==> config.mk <==
export PLATFORM = sky130hd
export DESIGN_NAME = pc_sequencer
export DESIGN_NICKNAME = d
export VERILOG_FILES = /design/src/rtl/pc_seq_pkg.sv /design/src/rtl/pc_seq_decode.sv /design/src/rtl/pc_sequencer.sv
export SDC_FILE = /design/constraint.sdc
export NUM_CORES = 1
export LEC_CHECK = 0
export ABC_AREA = 1
export CORE_MARGIN = 5
export CORE_UTILIZATION = 45
export DETAILED_ROUTE_END_ITERATION = 16
export PLACE_DENSITY = 0.84
export SETUP_SLACK_MARGIN = 0.5
export SYNTH_ARGS = -nofsm -noshare
export SYNTH_HDL_FRONTEND = slang
export SYNTH_SLANG_ARGS = --single-unit
==> constraint.sdc <==
create_clock -name clk -period 1.8 [get_ports clk]
set_input_delay 0.27 -clock clk [delete_from_list [all_inputs] [get_ports clk]]
set_output_delay 0.27 -clock clk [all_outputs]
set_load 0.005 [all_outputs]
==> src/rtl/pc_seq_pkg.sv <==
// pc_seq_pkg: shared types and constants for the PC-update sequencer.
//   - FSM state encoding
//   - pc_src, alu_pc_op and exc_cause encodings
//   - opcode/funct constants and the legal-opcode set
//   - dispatch classes produced by pc_seq_decode
//   - packed bundle of the registered control outputs
package pc_seq_pkg;

   typedef enum logic [3:0] {
      S_RESET,
      S_FETCH,
      S_DECODE,
      S_JUMP,
      S_JR,
      S_RTE,
      S_BRANCH,
      S_EXEC,
      S_EXC_SAVE,
      S_EXC_VEC
   } state_t;

   typedef enum logic [1:0] {
      PC_SRC_ALU    = 2'b00,  // ALU result
      PC_SRC_JUMP   = 2'b01,  // {PC[31:28], IR[25:0], 2'b00}
      PC_SRC_ALUOUT = 2'b10,  // ALUOut (latched branch target)
      PC_SRC_EPC    = 2'b11   // EPC
   } pc_src_t;

   typedef enum logic [2:0] {
      ALU_IDLE   = 3'b000,
      ALU_INC    = 3'b001,  // PC + 4
      ALU_BTGT   = 3'b010,  // PC + (sext(imm) << 2)
      ALU_DEC    = 3'b011,  // PC - 4
      ALU_PASS   = 3'b100,  // pass rs
      ALU_CMP    = 3'b101,  // rs - rt
      ALU_EXCVEC = 3'b110   // 0xFD + exc_cause
   } alu_pc_op_t;

   typedef enum logic [1:0] {
      CAUSE_ILLEGAL  = 2'b00,
      CAUSE_OVERFLOW = 2'b01,
      CAUSE_TIMEOUT  = 2'b10
   } exc_cause_t;

   typedef enum logic [2:0] {
      CLS_JUMP,
      CLS_JR,
      CLS_RTE,
      CLS_BRANCH,
      CLS_EXEC,
      CLS_ILLEGAL
   } disp_class_t;

   localparam logic [5:0] OP_RTYPE  = 6'h00;
   localparam logic [5:0] OP_J      = 6'h02;
   localparam logic [5:0] OP_JAL    = 6'h03;
   localparam logic [5:0] OP_BEQ    = 6'h04;
   localparam logic [5:0] OP_BNE    = 6'h05;
   localparam logic [5:0] OP_BLE    = 6'h06;
   localparam logic [5:0] OP_BGT    = 6'h07;
   localparam logic [5:0] FUNCT_JR  = 6'h08;
   localparam logic [5:0] FUNCT_RTE = 6'h13;

   // Registered control outputs (pc_write here excludes the Mealy branch term).
   typedef struct packed {
      logic       exec_start;
      logic       ir_write;
      logic       mem_read;
      logic       pc_write;
      pc_src_t    pc_src;
      alu_pc_op_t alu_pc_op;
      logic       epc_write;
   } ctl_t;

   // Opcodes handed to the main execute control.
   function automatic logic is_legal_op(input logic [5:0] op);
      case (op)
         6'h00, 6'h01, 6'h08, 6'h09, 6'h0F,
         6'h20, 6'h21, 6'h23, 6'h28, 6'h29, 6'h2B: return 1'b1;
         default:                                   return 1'b0;
      endcase
   endfunction

endpackage

==> src/rtl/pc_seq_decode.sv <==
// pc_seq_decode: combinational opcode/funct classifier for the DECODE dispatch.
//   op     in  6  IR[31:26]
//   funct  in  6  IR[5:0]
//   cls    out    dispatch class (jump, jr, rte, branch, exec, illegal)
//   legal  out 1  instruction is recognised
module pc_seq_decode
   import pc_seq_pkg::*;
(
   input  logic [5:0]  op,
   input  logic [5:0]  funct,
   output disp_class_t cls,
   output logic        legal
);

   // Control-flow forms are checked before the generic legal-opcode set, so
   // R-type jr/rte win over the plain R-type execute path.
   // NOTE: cls gets a default before any branch so no latch is inferred.
   always_comb begin
      cls = CLS_ILLEGAL;
      if (op == OP_J || op == OP_JAL)
         cls = CLS_JUMP;
      else if (op == OP_RTYPE && funct == FUNCT_JR)
         cls = CLS_JR;
      else if (op == OP_RTYPE && funct == FUNCT_RTE)
         cls = CLS_RTE;
      else if (op == OP_BEQ || op == OP_BNE || op == OP_BLE || op == OP_BGT)
         cls = CLS_BRANCH;
      else if (is_legal_op(op))
         cls = CLS_EXEC;
   end

   assign legal = (cls != CLS_ILLEGAL);

endmodule

==> src/rtl/pc_sequencer.sv <==
// pc_sequencer: multicycle PC-update controller for the MIPS-subset core.
// Sequences fetch, jump, jr, branch, rte and exception entry, and hands
// ordinary instructions to the execute control via exec_start/exec_done.
//   clk, reset          clock, synchronous active-high reset
//   op, funct           IR[31:26], IR[5:0]
//   zero, gt            ALU flags, used combinationally in BRANCH
//   overflow, exec_done execute completion (overflow qualified by exec_done)
//   exec_start          one-cycle execute start pulse
//   ir_write, mem_read  instruction fetch controls
//   pc_write, pc_src    PC load enable and source mux select
//   alu_pc_op           PC-related ALU operation
//   epc_write           EPC load enable
//   exc_cause           cause of the most recent exception
module pc_sequencer
   import pc_seq_pkg::*;
#(
   parameter int MEM_WAIT     = 1,
   parameter int EXEC_TIMEOUT = 15,
   parameter int CNT_W        = 4
) (
   input  logic       clk,
   input  logic       reset,
   input  logic [5:0] op,
   input  logic [5:0] funct,
   input  logic       zero,
   input  logic       gt,
   input  logic       overflow,
   input  logic       exec_done,
   output logic       exec_start,
   output logic       ir_write,
   output logic       mem_read,
   output logic       pc_write,
   output logic [1:0] pc_src,
   output logic [2:0] alu_pc_op,
   output logic       epc_write,
   output logic [1:0] exc_cause
);

   localparam logic [CNT_W-1:0] FETCH_LAST = CNT_W'(MEM_WAIT - 1);
   localparam logic [CNT_W-1:0] EXEC_LAST  = CNT_W'(EXEC_TIMEOUT - 1);

   state_t           state, state_nx;
   logic [CNT_W-1:0] cnt, cnt_nx;
   exc_cause_t       cause_q, cause_nx;
   ctl_t             ctl_q, ctl_nx;
   disp_class_t      cls;
   logic             legal;
   logic             branch_taken;

   pc_seq_decode u_decode (
      .op    (op),
      .funct (funct),
      .cls   (cls),
      .legal (legal)
   );

   // Next state, counter and cause. The counter restarts on every state
   // change, so FETCH and EXEC both see it begin at zero.
   always_comb begin
      state_nx = state;
      cnt_nx   = cnt + CNT_W'(1);
      cause_nx = cause_q;
      case (state)
         S_RESET: state_nx = S_FETCH;
         S_FETCH: if (cnt == FETCH_LAST) state_nx = S_DECODE;
         S_DECODE: begin
            case (cls)
               CLS_JUMP:   state_nx = S_JUMP;
               CLS_JR:     state_nx = S_JR;
               CLS_RTE:    state_nx = S_RTE;
               CLS_BRANCH: state_nx = S_BRANCH;
               CLS_EXEC:   state_nx = S_EXEC;
               default: begin
                  state_nx = S_EXC_SAVE;
                  cause_nx = CAUSE_ILLEGAL;
               end
            endcase
         end
         S_JUMP, S_JR, S_RTE, S_BRANCH, S_EXC_VEC: state_nx = S_FETCH;
         S_EXEC: begin
            if (exec_done && overflow) begin
               state_nx = S_EXC_SAVE;
               cause_nx = CAUSE_OVERFLOW;
            end else if (exec_done) begin
               state_nx = S_FETCH;
            end else if (cnt == EXEC_LAST) begin
               state_nx = S_EXC_SAVE;
               cause_nx = CAUSE_TIMEOUT;
            end
         end
         S_EXC_SAVE: state_nx = S_EXC_VEC;
         default:    state_nx = S_RESET;
      endcase
      if (state_nx != state)
         cnt_nx = '0;
   end

   // Outputs are decoded from the upcoming state and registered, so each
   // output is a clean Moore function of the state it is observed in.
   always_comb begin
      ctl_nx = '0;
      case (state_nx)
         S_FETCH: begin
            ctl_nx.mem_read = 1'b1;
            if (cnt_nx == FETCH_LAST) begin
               ctl_nx.ir_write  = 1'b1;
               ctl_nx.pc_write  = 1'b1;
               ctl_nx.pc_src    = PC_SRC_ALU;
               ctl_nx.alu_pc_op = ALU_INC;
            end
         end
         S_DECODE: ctl_nx.alu_pc_op = ALU_BTGT;
         S_JUMP: begin
            ctl_nx.pc_write = 1'b1;
            ctl_nx.pc_src   = PC_SRC_JUMP;
         end
         S_JR: begin
            ctl_nx.pc_write  = 1'b1;
            ctl_nx.pc_src    = PC_SRC_ALU;
            ctl_nx.alu_pc_op = ALU_PASS;
         end
         S_RTE: begin
            ctl_nx.pc_write = 1'b1;
            ctl_nx.pc_src   = PC_SRC_EPC;
         end
         S_BRANCH: begin
            ctl_nx.pc_src    = PC_SRC_ALUOUT;
            ctl_nx.alu_pc_op = ALU_CMP;
         end
         // EXEC is only entered from DECODE, so the pulse lasts one cycle.
         S_EXEC: ctl_nx.exec_start = (state != S_EXEC);
         S_EXC_SAVE: begin
            ctl_nx.alu_pc_op = ALU_DEC;
            ctl_nx.epc_write = 1'b1;
         end
         S_EXC_VEC: begin
            ctl_nx.pc_write  = 1'b1;
            ctl_nx.pc_src    = PC_SRC_ALU;
            ctl_nx.alu_pc_op = ALU_EXCVEC;
         end
         default: ;
      endcase
   end

   // NOTE: state registers use non-blocking assignments so every flop samples
   // the pre-edge values regardless of statement order.
   always_ff @(posedge clk) begin
      if (reset) begin
         state   <= S_RESET;
         cnt     <= '0;
         cause_q <= CAUSE_ILLEGAL;
         ctl_q   <= '0;
      end else begin
         state   <= state_nx;
         cnt     <= cnt_nx;
         cause_q <= cause_nx;
         ctl_q   <= ctl_nx;
      end
   end

   // Branch condition is taken straight from the live ALU flags.
   always_comb begin
      case (op)
         OP_BEQ:  branch_taken = zero;
         OP_BNE:  branch_taken = !zero;
         OP_BLE:  branch_taken = !gt;
         default: branch_taken = gt;
      endcase
   end

   assign exec_start = ctl_q.exec_start;
   assign ir_write   = ctl_q.ir_write;
   assign mem_read   = ctl_q.mem_read;
   assign pc_write   = ctl_q.pc_write | ((state == S_BRANCH) & branch_taken);
   assign pc_src     = ctl_q.pc_src;
   assign alu_pc_op  = ctl_q.alu_pc_op;
   assign epc_write  = ctl_q.epc_write;
   assign exc_cause  = cause_q;

endmodule
== Yosys cells after proc, flatten, opt, wreduce, memory -nomap -nowiden ==
Index checks and enable logic that the tools add are counted.
Cells by class
  add/subtract/negate cells: 1
  multiply operators: 0
  div/mod/pow operators: 0
  order comparisons: 0
  eq/ne operators: 46
  shifts and indexed selects: 0
  mux-type cells: 30
  bitwise operators: 4
  reductions and logical operators: 22
Operators with widths (count)
  4-bit case mux with 5 select lines: 2
  6-bit equality test, second input constant: 6
  4-bit by 3-bit equality test with 1-bit output, second input constant: 8
  6-bit by 3-bit equality test with 1-bit output, second input constant: 4
  6-bit by 4-bit equality test with 1-bit output, second input constant: 4
  4-bit equality test, second input constant: 5
  4-bit 2-to-1 mux: 5
  3-bit case mux with 6 select lines: 1
  4-bit by 2-bit equality test with 1-bit output, second input constant: 4
  6-bit by 2-bit equality test with 1-bit output, second input constant: 2
  4-bit zero test: 3
  3-bit 2-to-1 mux: 4
  11-bit OR reduction: 1
  1-bit 2-to-1 mux: 9
  4-bit by 1-bit equality test with 1-bit output, second input constant: 2
  2-bit 2-to-1 mux: 4
  2-bit case mux with 4 select lines: 1
  3-bit by 2-bit equality test with 1-bit output, second input constant: 2
  6-bit by 1-bit equality test with 1-bit output, second input constant: 1
  6-bit by 5-bit equality test with 1-bit output, second input constant: 1
  6-bit zero test: 1
  6-bit 2-to-1 mux: 1
  3-bit inequality test, second input constant: 2
  6-bit OR reduction: 1
  21 further kinds: 29
Storage, ports and cells
  bits in registers: 20
  latch bits: 0
  RAM bits: 0
  bits in read-only memories: 0
  input bits: 18
  output and inout port bits: 12
  word-level logic and storage cells: 113
  memories: 0

== Longest topological paths before layout ==
  word-level depth: 21
  mapped depth: 17
  depth with buffers taken out: 17

== Modules after synthesis ==
Synthesis repeated with hierarchy kept, for this count alone.
Unflattened totals
  cells, all modules: 218
  area, all modules: 1465.2 µm²
By module, submodules not included
  pc_sequencer: instances 1, cells an instance 174, area each 1244.9 µm², sequential area each 400.4 µm²
  pc_seq_decode: instances 1, cells an instance 44, area each 220.2 µm², sequential area each 0.0 µm²

== Least setup slack after synthesis ==
OpenSTA, ideal clock, no wires.
  path kind: flip-flop to flip-flop
  from: reg cnt[0]
  to: reg ctl_q[6] (netlist name)
  library setup time: 132 ps
  arrival time: 1694 ps
  required time: 1668 ps
  setup slack: -26 ps
  cell stages (with the launch flop): 15
  buffers on the path: 0
  clock period less this slack: 1826 ps
  path through: dfxtp_1 inv_1 ha_1 nor3b_1 and3_1 nor2_1 nor2_4 nand2_4 nand2_1 nand2_2 nand3_4 nor2_4 o21ai_2 nand3_2 a21oi_1
Between the ends
  word-level cells in the longest chain between the ends: 10
  elaborated cells on any way between the ends: 19
  those cells by class: add/sub: 1; eq/ne: 7; mux: 8; reduce/logical: 3
Ends and longest elaborated chain
  start, declared: RTL line pc_sequencer.sv:43  | logic [CNT_W-1:0] cnt, cnt_nx;
  start signal, assigned: RTL line pc_sequencer.sv:155  | cnt <= cnt_nx;
  4-bit equality test: RTL line pc_sequencer.sv:86  | end else if (cnt == EXEC_LAST) begin
  4-bit 2-to-1 mux: RTL line pc_sequencer.sv:86
  4-bit 2-to-1 mux: RTL line pc_sequencer.sv:84  | end else if (exec_done) begin
  4-bit 2-to-1 mux: RTL line pc_sequencer.sv:81  | if (exec_done && overflow) begin
  4-bit case mux with 5 select lines: RTL line pc_sequencer.sv:63  | case (state)
  4-bit inequality test: RTL line pc_sequencer.sv:94  | if (state_nx != state)
  4-bit 2-to-1 mux: RTL line pc_sequencer.sv:94
  4-bit zero test: RTL line pc_sequencer.sv:105  | if (cnt_nx == FETCH_LAST) begin
  6-bit 2-to-1 mux: RTL line pc_sequencer.sv:105
  1-bit case mux with 2 select lines (*): RTL line pc_sequencer.sv:102  | case (state_nx)
  end signal, assigned: RTL line pc_sequencer.sv:157  | ctl_q <= ctl_nx;
  end, declared: RTL line pc_sequencer.sv:45  | ctl_t ctl_q, ctl_nx;
Mark *: on every way between the ends. The rest lies on a longest branch, timed or not.
A chain may end at the register's enable or synchronous reset.

== Worst setup path after layout ==
  from: reg cnt[0]
  to: reg ctl_q (netlist bit alu_pc_op[0])
Between the ends
  word-level cells in the longest chain between the ends: 10
  elaborated cells on any way between the ends: 19
  those cells by class: add/sub: 1; eq/ne: 8; mux: 8; reduce/logical: 2
Ends and longest elaborated chain (RTL line)
  4-bit equality test: pc_sequencer.sv:86
  4-bit 2-to-1 mux: pc_sequencer.sv:86
  4-bit 2-to-1 mux: pc_sequencer.sv:84
  4-bit 2-to-1 mux: pc_sequencer.sv:81
  4-bit case mux with 5 select lines: pc_sequencer.sv:63
  4-bit inequality test: pc_sequencer.sv:94
  4-bit 2-to-1 mux: pc_sequencer.sv:94
  4-bit zero test: pc_sequencer.sv:105
  6-bit 2-to-1 mux: pc_sequencer.sv:105
  3-bit case mux with 6 select lines (*): pc_sequencer.sv:102
Marked as above.

==> key figures <==
Timing
  • Final WS setup: -0.0722 ns
  • Final Hold Fails: 0
  • Post-route minimum period: 1.87 ns
  • Relative slew slack: a little under three fifths
  • Pins over their slew limit: 0
  • FMAX: 534 MHz
  • Clk_skew: approximately 0.0085 ns
  • # setup viols final: 4
  • Post-route clock period utilization: 104%
  • Worst-Margin Slew: 0.658 ns
  • Smallest hold slack: approximately 0.46 ns
  • RSZ-0062 raised after global routing: yes

Routing
  • First-pass iteration count of the detailed router: 4
  • ANT nets after route: 0
  • Drt total wl: around 4200 µm
  • Via-per-instance ratio: approximately 5
  • WL/cell: 13.8 µm
  • DR iter-0 viols: 75
  • DRC viols: 0
  • Vias: ~1600

Critical path
  • Worst Path Buf+Inv: 1
  • Type of origin of the critical path: flip-flop
  • Worst EP required: 1.97 ns
  • Crit-path max cell delay: 0.37 ns
  • Worst Path Max Fanout: 3
  • Critical Path AT: 2.05 ns
  • Kind of critical path: reg -> reg
  • Crit path max-delay cell type: dfxtp_2
  • Critical path's top delay family: simple AND/OR/NAND/NOR gates
  • Crit-path cells: inv_4, ha_4, nor3b_2, and3_4, nor2_2, nor2_4, nand2_4, nand2_2, nand2_2, nand3_4, nor2_4, o21ai_2, nand3_2, a21oi_2
  • CP endpoint kind: flip-flop

Global route
  • GRT Resource Usage Total: 20.2%
  • First-pass GRT wire length: 6760 µm
  • Gr ovfl total: 0
  • Initial antenna violation count: 0
  • Largest net degree at the start of global routing: 15
  • Vias in the first global route: 1502

Die
  • Row count: 20
  • Chip Width: between 60 and 70 µm
  • IO Pins: 30
  • Die Area: 4260 µm²
  • CORE AREA: 2980 µm²
  • Die height: 65.3 µm
  • Starting Density: a little under half

Cells and area
  • Final net count: 295
  • Post-route cell area: roughly 2200 µm²
  • Diode count: 0
  • Area delta synth->final: 61.6%
  • # fillers: 219
  • Layout cells sized above 1: 50.5%

Synthesis
  • Mapped cell area: 1370 µm²
  • Ys Warns: 0
  • Distinct cell type count after synthesis: 32
  • Yosys reg bits: 20
  • Area contributors post-synth: dfxtp_1, nand2_1, nor2_1
  • Leading area contributor after synthesis: dfxtp_1
  • Syn avg cell area: 6.70 µm²
  • Post-synthesis sequential area ratio: between 20 and 30%
  • Syn_nets: approximately 230
  • Post-synth top area share: 29.1%
  • Syn Inst Count: 205

Pwr
  • Peak supply drop: just over 0.0009 V
  • Leakage power: 1.08 nW
  • Cell Pwr Density: 1200 nW/µm²

Flow run
  • Max-Cap Viols: 0

Run status
  • Status: complete, but fails checks
  • Violated checks: negative setup slack

Placed design
  • Setup Slack @ Placement: -0.500 ns
  • Post-detail-place hpwl: 2610 µm
  • Number of I/O port buffers: 29
  • Routability cong.: around 0.87
  • Placed Area: roughly 1900 µm²

Clocking
  • Clock buffer depth: 2
  • H-tree depth: 1
  • Clock Pin Slew Worst Setup and Hold Paths: 0.11 ns
  • Root buf cell: clkbuf_4
  • # clock sinks: 20
  • Skew-Pair Late Insertion Delay: roughly 0.30 ns
  • CTS tree: yes
  • CTS buffer count: 3

Hold path
  • Worst hold-check path type: reg -> reg
[worst reg2reg max path: stages (launching register included)]
cell and delay [ns]:
dfxtp_2 0.37, inv_4 0.05, ha_4 0.14, nor3b_2 0.14, and3_4 0.19, nor2_2 0.13
nor2_4 0.07, nand2_4 0.07, nand2_2 0.05, nand2_2 0.09, nand3_4 0.08, nor2_4 0.12
o21ai_2 0.07, nand3_2 0.12, a21oi_2 0.07
[power by group]
part	switching [mW]	internal, mW
Sequential	0.0789	0.550
Clock	0.136	0.123
Combinational	0.935	0.843
[through the flow]
| stage | utilization (%) | total power, mW | setup TNS (ns) | std cells |
|---|---|---|---|---|
| 6_report | 74.5 | 2.67 | -0.189 | 306 |
| 5_1_grt | 74.5 | 2.83 | -1.34 | 306 |
| 4_1_cts | 73.2 | 2.58 | -0.128 | 302 |
| 3_5_place_dp | 62.8 | 1.97 | -6.49 | 286 |
| 3_3_place_gp | 62.8 | 1.93 | -5.38 | 286 |
| 2_1_floorplan | - | 1.40 | 0 | 205 |
[cells in the final DEF, fill, tap and decap left out, drive strengths merged, types with 3 or more instances in the layout]
master,instances
clkdlybuf4s15,3
dlygate4sd2,19
ha,3
inv,33
clkbuf,6
nand2,53
buf,42
clkdlybuf4s50,5
dfxtp,20
nor2,37
a21oi,10
nand3,19
o21ai,5
[what timing repair did]
action                                  in CTS  in global routing
hold buffers                                 0                  0
gates resized for setup                     92                  7
pin swaps                                   27                  2
endpoints found under the setup margin      32                 21
setup buffers                               12                  4
[path summary, 6_finish.rpt]
path                              from                        end  slack, ns  cells after the start
max                  cnt[0]$_SDFF_PP0_    alu_pc_op[0]$_SDFF_PP0_      -0.07                     14
min          exc_cause[0]$_SDFFE_PP0P_  exc_cause[0]$_SDFFE_PP0P_       0.46                      2
max reg2reg          cnt[0]$_SDFF_PP0_    alu_pc_op[0]$_SDFF_PP0_      -0.07                     14
min reg2reg  exc_cause[0]$_SDFFE_PP0P_  exc_cause[0]$_SDFFE_PP0P_       0.46                      2
[layout make-up]
type	count	area, µm²	area share [%]
timing repair buffer	71	601	27.1
sequential	20	418	18.8
inverter	35	146	6.60
multi-input combinational	143	977	44.0
tap	33	41.3	1.86
clock buffer	4	36.3	1.63
[flip-flops by register name, summed over array words and instances, names as in the netlist]
signal      cells
alu_pc_op       3
cnt             4
ctl_q           1
epc_write       1
exc_cause       2
exec_start      1
ir_write        1
mem_read        1
pc_src          2
state           4
[routing by layer]
metal | global-route usage, % | vias up | routed length [µm]
met5 | 0 | - | 0
met4 | 4.66 | 0 | 100
met2 | 37.2 | 43 | 2180
met3 | 4.44 | 11 | 211
met1 | 23.6 | 736 | 1730
li1 | - | 776 | -
[Yosys cell counts]
| cell type | number |
|---|---|
| nand3_2 | 2 |
| inv_2 | 7 |
| o21ai_1 | 2 |
| nor2_4 | 4 |
| inv_1 | 26 |
| nor4_1 | 2 |
| clkbuf_1 | 2 |
| clkinv_1 | 2 |
| nand2_4 | 2 |
| nor3b_1 | 1 |
| o31ai_1 | 2 |
| nand2_2 | 17 |
| ha_1 | 3 |
| a31o_2 | 1 |
| o21bai_1 | 1 |
| o21ai_0 | 1 |
| nand3_4 | 1 |
| nor3_4 | 1 |
| nand2_1 | 34 |
| nand3_1 | 16 |
| o211ai_1 | 2 |
| nor3_1 | 1 |
| and3_1 | 1 |
| o21ai_2 | 2 |
| buf_4 | 5 |
| nor2_1 | 29 |
| nand4_1 | 1 |
| nor2_2 | 4 |
| or2_1 | 1 |
| dfxtp_1 | 20 |
| a21oi_1 | 10 |
| xor2_1 | 2 |
[cell families (layout without fill, tap and decap cells)]
group                    after synthesis  in the layout  synth area share (%)
AND/OR/NAND/NOR                      117            117                  44.6
buffers and inverters                 42            110                  12.8
AO/OA/AOI/OAI                         21             21                  9.38
flip-flops                            20             20                  29.1
adder cells (fa/ha/maj)                3              3                  2.73
XOR/XNOR                               2              2                  1.28
No activity file was read; power rests on OpenSTA's default activity.
